<file path="config.mk">
export PLATFORM = sky130hd
export DESIGN_NAME = nv_fifo_ctrl_rws_32x32
export DESIGN_NICKNAME = d
export VERILOG_FILES = /design/src/rtl/nv_fifo_ctrl_rws_32x32.sv
export SDC_FILE = /design/constraint.sdc
export NUM_CORES = 1
export LEC_CHECK = 0
export CAP_MARGIN = 20
export CORE_ASPECT_RATIO = 2
export CORE_MARGIN = 4
export CORE_UTILIZATION = 34
export DETAILED_ROUTE_END_ITERATION = 10
export PLACE_DENSITY = 0.89
export SYNTH_ARGS = -nofsm -noshare
export SYNTH_HDL_FRONTEND = slang
export SYNTH_SLANG_ARGS = --single-unit
</file>
<file path="constraint.sdc">
create_clock -name clk -period 4.9 [get_ports clk]
set_input_delay 1.47 -clock clk [delete_from_list [all_inputs] [get_ports clk]]
set_output_delay 1.47 -clock clk [all_outputs]
set_load 0.05 [all_outputs]
</file>
<file path="src/rtl/nv_fifo_ctrl_rws_32x32.sv">
// Purpose : valid/ready FIFO controller driving an external 1W/1R RAM whose read
//           address is registered and whose read data is held until the next read.
// Latency : push at cycle N -> RAM fetch at N+1 earliest -> rd_pvld at N+2; 1 push + 1 pop per cycle.
// Backpr. : wr_prdy is a registered "not full" flag, so a pop while full frees the
//           slot for a push only on the following cycle; rd_prdy=0 holds the presented word.
//
// Ports:
//   clk, reset         core clock (shared with RAM), asynchronous active-high reset
//   wr_pvld/prdy/pd    write side handshake and payload
//   rd_pvld/prdy/pd    read side handshake and payload (rd_pd is ram_dout, unregistered)
//   ram_we/wa/di       RAM write port
//   ram_re/ra          RAM read address capture
//   ram_dout           RAM read data (valid the cycle after ram_re, held until next ram_re)
//   fifo_level         occupancy 0..DEPTH
//
// Build option: define NV_FIFO_CTRL_LEVEL_EN to build the fifo_level register;
// otherwise fifo_level is tied to zero and no level register exists.

module nv_fifo_ctrl_rws_32x32 #(
  parameter int DEPTH = 32,
  parameter int AW    = 5,
  parameter int DW    = 32
) (
  input  logic          clk,
  input  logic          reset,
  input  logic          wr_pvld,
  output logic          wr_prdy,
  input  logic [DW-1:0] wr_pd,
  output logic          rd_pvld,
  input  logic          rd_prdy,
  output logic [DW-1:0] rd_pd,
  output logic          ram_we,
  output logic [AW-1:0] ram_wa,
  output logic [DW-1:0] ram_di,
  output logic          ram_re,
  output logic [AW-1:0] ram_ra,
  input  logic [DW-1:0] ram_dout,
  output logic [AW:0]   fifo_level
);

  localparam logic [AW:0] PTR_ONE  = (AW+1)'(1);
  localparam logic [AW:0] FULL_OCC = (AW+1)'(DEPTH);

  // Pointers carry one extra wrap bit so that equal address bits with a
  // differing MSB mean "full" rather than "empty".
  logic [AW:0] wr_ptr;      // next slot to write
  logic [AW:0] rd_ptr;      // next slot to fetch from RAM
  logic [AW:0] pop_cnt;     // entries handed downstream
  logic        out_valid;   // a fetched word is being presented on rd_pd

  logic        push;
  logic        pop;
  logic        fetch;

  logic [AW:0] wr_ptr_nxt;
  logic [AW:0] rd_ptr_nxt;
  logic [AW:0] pop_cnt_nxt;
  logic [AW:0] occ_nxt;
  logic        out_valid_nxt;

  // ---------------------------------------------------------------------------
  // Handshakes
  // ---------------------------------------------------------------------------
  assign push = wr_pvld & wr_prdy;
  assign pop  = out_valid & rd_prdy;

  // A new word can be fetched whenever unfetched entries exist and the output
  // stage is free or being emptied this cycle, which gives bubble-free popping.
  assign fetch = (rd_ptr != wr_ptr) & (~out_valid | pop);

  // ---------------------------------------------------------------------------
  // Next-state values
  // ---------------------------------------------------------------------------
  always_comb begin
    wr_ptr_nxt    = wr_ptr;
    rd_ptr_nxt    = rd_ptr;
    pop_cnt_nxt   = pop_cnt;
    out_valid_nxt = out_valid;

    if (push) begin
      wr_ptr_nxt = wr_ptr + PTR_ONE;
    end
    if (fetch) begin
      rd_ptr_nxt = rd_ptr + PTR_ONE;
    end
    if (pop) begin
      pop_cnt_nxt = pop_cnt + PTR_ONE;
    end

    out_valid_nxt = fetch | (out_valid & ~pop);
  end

  // Occupancy counts from the last popped entry, so the word currently shown
  // downstream still owns its RAM slot; that slot can therefore never be
  // rewritten while rd_pd is reading it through the registered RAM address.
  assign occ_nxt = wr_ptr_nxt - pop_cnt_nxt;

  // ---------------------------------------------------------------------------
  // State registers
  // ---------------------------------------------------------------------------
  always_ff @(posedge clk or posedge reset) begin
    if (reset) begin
      wr_ptr    <= '0;
      rd_ptr    <= '0;
      pop_cnt   <= '0;
      out_valid <= 1'b0;
      wr_prdy   <= 1'b1;
    end else begin
      wr_ptr    <= wr_ptr_nxt;
      rd_ptr    <= rd_ptr_nxt;
      pop_cnt   <= pop_cnt_nxt;
      out_valid <= out_valid_nxt;
      // Registered so the write side never sees a combinational path from rd_prdy.
      wr_prdy   <= (occ_nxt != FULL_OCC);
    end
  end

  // ---------------------------------------------------------------------------
  // RAM ports
  // ---------------------------------------------------------------------------
  assign ram_we = push;
  assign ram_wa = wr_ptr[AW-1:0];
  assign ram_di = wr_pd;

  assign ram_re = fetch;
  assign ram_ra = rd_ptr[AW-1:0];

  // ---------------------------------------------------------------------------
  // Read side
  // ---------------------------------------------------------------------------
  assign rd_pvld = out_valid;
  // The RAM holds its output until the next ram_re, and ram_re is suppressed
  // while a word is stalled, so rd_pd stays stable without a local data flop.
  assign rd_pd   = ram_dout;

  // ---------------------------------------------------------------------------
  // Optional occupancy output
  // ---------------------------------------------------------------------------
`ifdef NV_FIFO_CTRL_LEVEL_EN
  logic [AW:0] level_q;

  always_ff @(posedge clk or posedge reset) begin
    if (reset) begin
      level_q <= '0;
    end else begin
      case ({push, pop})
        2'b10:   level_q <= level_q + PTR_ONE;
        2'b01:   level_q <= level_q - PTR_ONE;
        default: level_q <= level_q;
      endcase
    end
  end

  assign fifo_level = level_q;
`else
  assign fifo_level = '0;
`endif

endmodule

</file>
# Word level (Yosys, flattened, before mapping)
# Index checks and enable logic that the tools add are counted.
[op_classes] add_sub_neg=4 eq_ne=2 muxes=2 bitwise=8
[ops] op="adder 6 x 1 -> 6 bit (second input constant)" n=3
[ops] op="2-to-1 mux 6 bit" n=2
[ops] op="!= test 6 bit" n=1
[ops] op="!= test 6 bit (second input constant)" n=1
[ops] op="subtractor 6 bit" n=1
[ops] op="bitwise AND 1 bit" n=4
[ops] op="NOT 1 bit" n=2
[ops] op="bitwise OR 1 bit" n=2
[word_totals] regBits=20 input_bits=68 output_inout_bits=84 wordCells=21

# Longest topological paths before layout
[depth] depth_word=4 mapped_depth=10 mapped_depth_nobuf=10

# Worst setup path before layout
# No wires, ideal clock.
[synth_path] kind="input -> output" from="in rd_prdy" to="out ram_re" arrival_ns=1.995 required_ns=3.430 slack_ns=1.435 stages=3 n_path_buf=1 cell_sequence="nand2b_1 > o31a_1 > buf_2"
[synth_via] elab_chain_len=3
[synth_lines] element="start: declaration" line="30" source="input logic rd_prdy,"
[synth_lines] element="bitwise AND 1 bit" line="65" source="assign pop = out_valid & rd_prdy;"
[synth_lines] element="bitwise OR 1 bit" line="69" source="assign fetch = (rd_ptr != wr_ptr) & (~out_valid | pop);"
[synth_lines] element="bitwise AND 1 bit" line="69"
[synth_lines] element="end: declaration" line="35" source="output logic ram_re,"
# No other way between the ends.

# Final worst setup path
# Same ends and word-level chain as after synthesis.

==> results.py <==
metrics = {
    "sta": {
        "max_freq_mhz": 245,
        "skew_ns": 0.00505,
        "setup_viol": 0,
        "slew_viol_final": 0,
        "rsz0062_at_grt": "false",
        "period_needed_ns": 4.08,
        "slew_headroom": 0.494,
        "timing.final.ws_setup_ns": 0.817,
        "min_period_over_period": 0.833,
        "hold_violations": 0,
        "worstMarginPinSlew_ns": 0.759,
        "hold_slack_ns": 0.494,
        "tns_ns": 0,
    },
    "cts": {
        "root_buffer": "clkbuf_8",
        "cts.sinks": 20,
        "path_clk_slew_ns": 0.07,
        "clock_latency_ns": 0.26,
        "cts_resized": 0,
        "postCtsSetupRepairBufs": 0,
        "cts_buffers": 3,
        "cts.path.max_buffers": 2,
        "cts-htree-levels": 1,
        "cts_tree": "yes",
        "holdBufCountCts": 0,
    },
    "worst_setup_path": {
        "start_kind": "input port",
        "crit_path_max_fanout": 7,
        "timing.rr.end": "wr_prdy$_DFF_PP1_",
        "ff2ff_setup_slack_ns": 2.60,
        "worstSetupPathType": "in2out",
        "worstPathArrival_ns": 2.61,
        "end_kind": "output pin",
        "ff2ff_path_depth": 9,
        "crit_required_ns": 3.43,
        "r2r-start": "wr_prdy$_DFF_PP1_",
    },
    "grt": {
        "grt_pass1_wl_um": 4710,
        "first_global_vias": 937,
        "antenna_found_initial": 0,
        "grt_use_total": 0.103,
        "grt_max_degree": 21,
        "gr-total-overflow": 0,
    },
    "logic_synthesis": {
        "synth_seq_cells": 20,
        "yosysTopAreaCellShare": 0.348,
        "async_flop_share": 1.00,
        "synth_compound_area_frac": 0.0261,
        "synthMuxAreaShare": 0.0189,
        "yosysTopAreaCell": "buf_4",
        "yosys_warnings": 0,
        "synth_cells": 184,
        "yosysUniqueCellTypes": 31,
        "synthAdderAreaFrac": 0.0581,
        "syn-cell-area_sq_um": 1720,
        "yosysMostFrequentCell": "buf_4",
        "synth_edf_count": 0,
        "synth-seq-area-share": 0.291,
        "synth.area.top_cells": "buf_4, dfrtp_1, xnor2_1",
        "synth_ff_type": "dfrtp_1",
        "syn_avg_cell_area_sq_um": 9.37,
        "yosys.area_share.simple": 0.102,
        "synthTopCellsByCount": "buf_4, dfrtp_1, xnor2_1, nand2_1, ha_1",
        "synth_top_family_by_area": "buffers and inverters",
        "synth_xor_area_frac": 0.135,
    },
    "cells_and_area": {
        "fin_cells": 185,
        "drive_above_1_share": 0.0938,
        "antenna_cells": 0,
        "num-fill-cells": 499,
        "regArea_sq_um": 502,
        "fin_area_sq_um": 1420,
        "syn_to_final_growth_pct": -17.4,
        "nets": 205,
        "multi_input_area_sq_um": 608,
    },
    "floorplan": {
        "die_height_um": 109,
        "start_util": 0.351,
        "die_w_um": 58.4,
        "die-area_sq_um": 6340,
        "rows": 36,
        "core-area_sq_um": 4910,
        "pin_count": 152,
    },
    "pwr": {
        "power.density_nw_per_um2": 918,
        "power_frac_clock": 0.096,
        "seqPwrFrac": 0.278,
        "switching_share": 0.486,
        "p_comb_frac": 0.626,
        "ir_worst_vdd_mv": 0.456,
        "p_int_mw": 0.672,
        "leakage_nw": 0.630,
        "p_sw_mw": 0.635,
    },
    "min_path": {
        "min_path_type": "reg2reg",
        "hold_depth": 1,
        "hold_end": "pop_cnt[5]$_DFF_PP0_",
        "hp-start": "pop_cnt[5]$_DFF_PP0_",
    },
    "place": {
        "placedCellCount": 181,
        "dpl_cell_area_sq_um": 1370,
        "gp_congestion": 0.757,
        "io_buffers": 17,
        "hpwl_um": 2670,
        "pre_cts_ws_ns": 0.811,
    },
    "routing": {
        "ant_nets": 0,
        "drt_iter0_markers": 22,
        "drcViolationCount": 0,
        "via_per_inst": 4.88,
        "wirelength_um": 3210,
        "drt-wirelength-per-cell_um": 17.4,
        "num_vias": 903,
        "first_pass_iters": 4,
    },
    "status": {
        "status": "complete, no violations",
    },
    "run": {
        "cap_violations": 0,
    },
}
-- sequential cells by signal (all words and copies together), names as in the netlist --
signal	flops
pop_cnt	6
rd_pvld	1
wr_prdy	1
wr_ptr	6
rd_ptr	6
-- power groups by stage --
stage	registers (mW)	logic (mW)	clock network (mW)
6_report	0.363	0.819	0.125
5_1_grt	0.378	0.893	0.133
4_1_cts	0.363	0.825	0.129
3_5_place_dp	0.367	0.822	0
3_3_place_gp	0.361	0.795	0
2_1_floorplan	0.352	0.829	0
-- cell usage in the layout, fill, tap and decap left out, types with 2 or more instances in the layout --
cell             count
ha_1                 8
clkbuf_8             4
clkdlybuf4s50_1     15
nor2_1               3
nor3_1               2
nand4_1              5
mux2_2               2
xor2_1               6
dfrtp_1             19
and3_1               3
xnor2_1             16
nand2_1             11
buf_4                2
a21oi_1              2
inv_1                6
nand2b_1             3
conb_1               6
-- per-layer routing --
layer	GRT usage	routed length, um	part of all wire
met5	0	0	0
met4	0.136	354	0.11
met3	0.0438	450	0.14
met2	0.178	1670	0.52
met1	0.0651	737	0.23
-- critical path, stage by stage --
cell and delay, ns:
clkdlybuf4s50_1 0.47, nand2b_1 0.12, o31a_1 0.29, buf_4 0.26
-- layout make-up --
type / instances / area share
Sequential cell: 20 / 0.352
Timing Repair Buffer: 17 / 0.116
Inverter: 6 / 0.0158
Clock buffer: 4 / 0.0387
Multi-Input combinational cell: 81 / 0.427
Tap cell: 57 / 0.0501
-- worst max-delay path by stage --
| stage | from | endpoint | slack (ns) | cells past startpoint |
|---|---|---|---|---|
| 3_5_place_dp | rd_prdy | ram_re | 0.81 | 4 |
| 3_3_place_gp | rd_prdy | ram_re | 0.84 | 4 |
| 2_1_floorplan | rd_prdy | ram_re | 1.43 | 3 |
| 5_1_grt | rd_prdy | ram_re | 0.76 | 4 |
| 6_report | rd_prdy | ram_re | 0.82 | 4 |
| 4_1_cts | rd_prdy | ram_re | 0.81 | 4 |
-- stage by stage --
| stage | utilization | power, mW |
|---|---|---|
| final | 0.290 | 1.31 |
| after global routing | 0.290 | 1.40 |
| after detailed placement | 0.279 | 1.19 |
| after global placement | 0.279 | 1.16 |
| after floorplan | - | 1.18 |
| after CTS | 0.290 | 1.32 |
-- cells by family (layout without fill, tap and decap cells) --
family | count (synthesis) | count (layout)
AOI/OAI and AO/OA | 7 | 7
buffers and inverters | 88 | 27
other | 1 | 6
xor gates and xnor gates | 24 | 24
muxes | 3 | 3
DFF | 20 | 20
adders and majority gates | 8 | 8
and+or+nand+nor | 33 | 33
(Power assumes the default switching activity.)
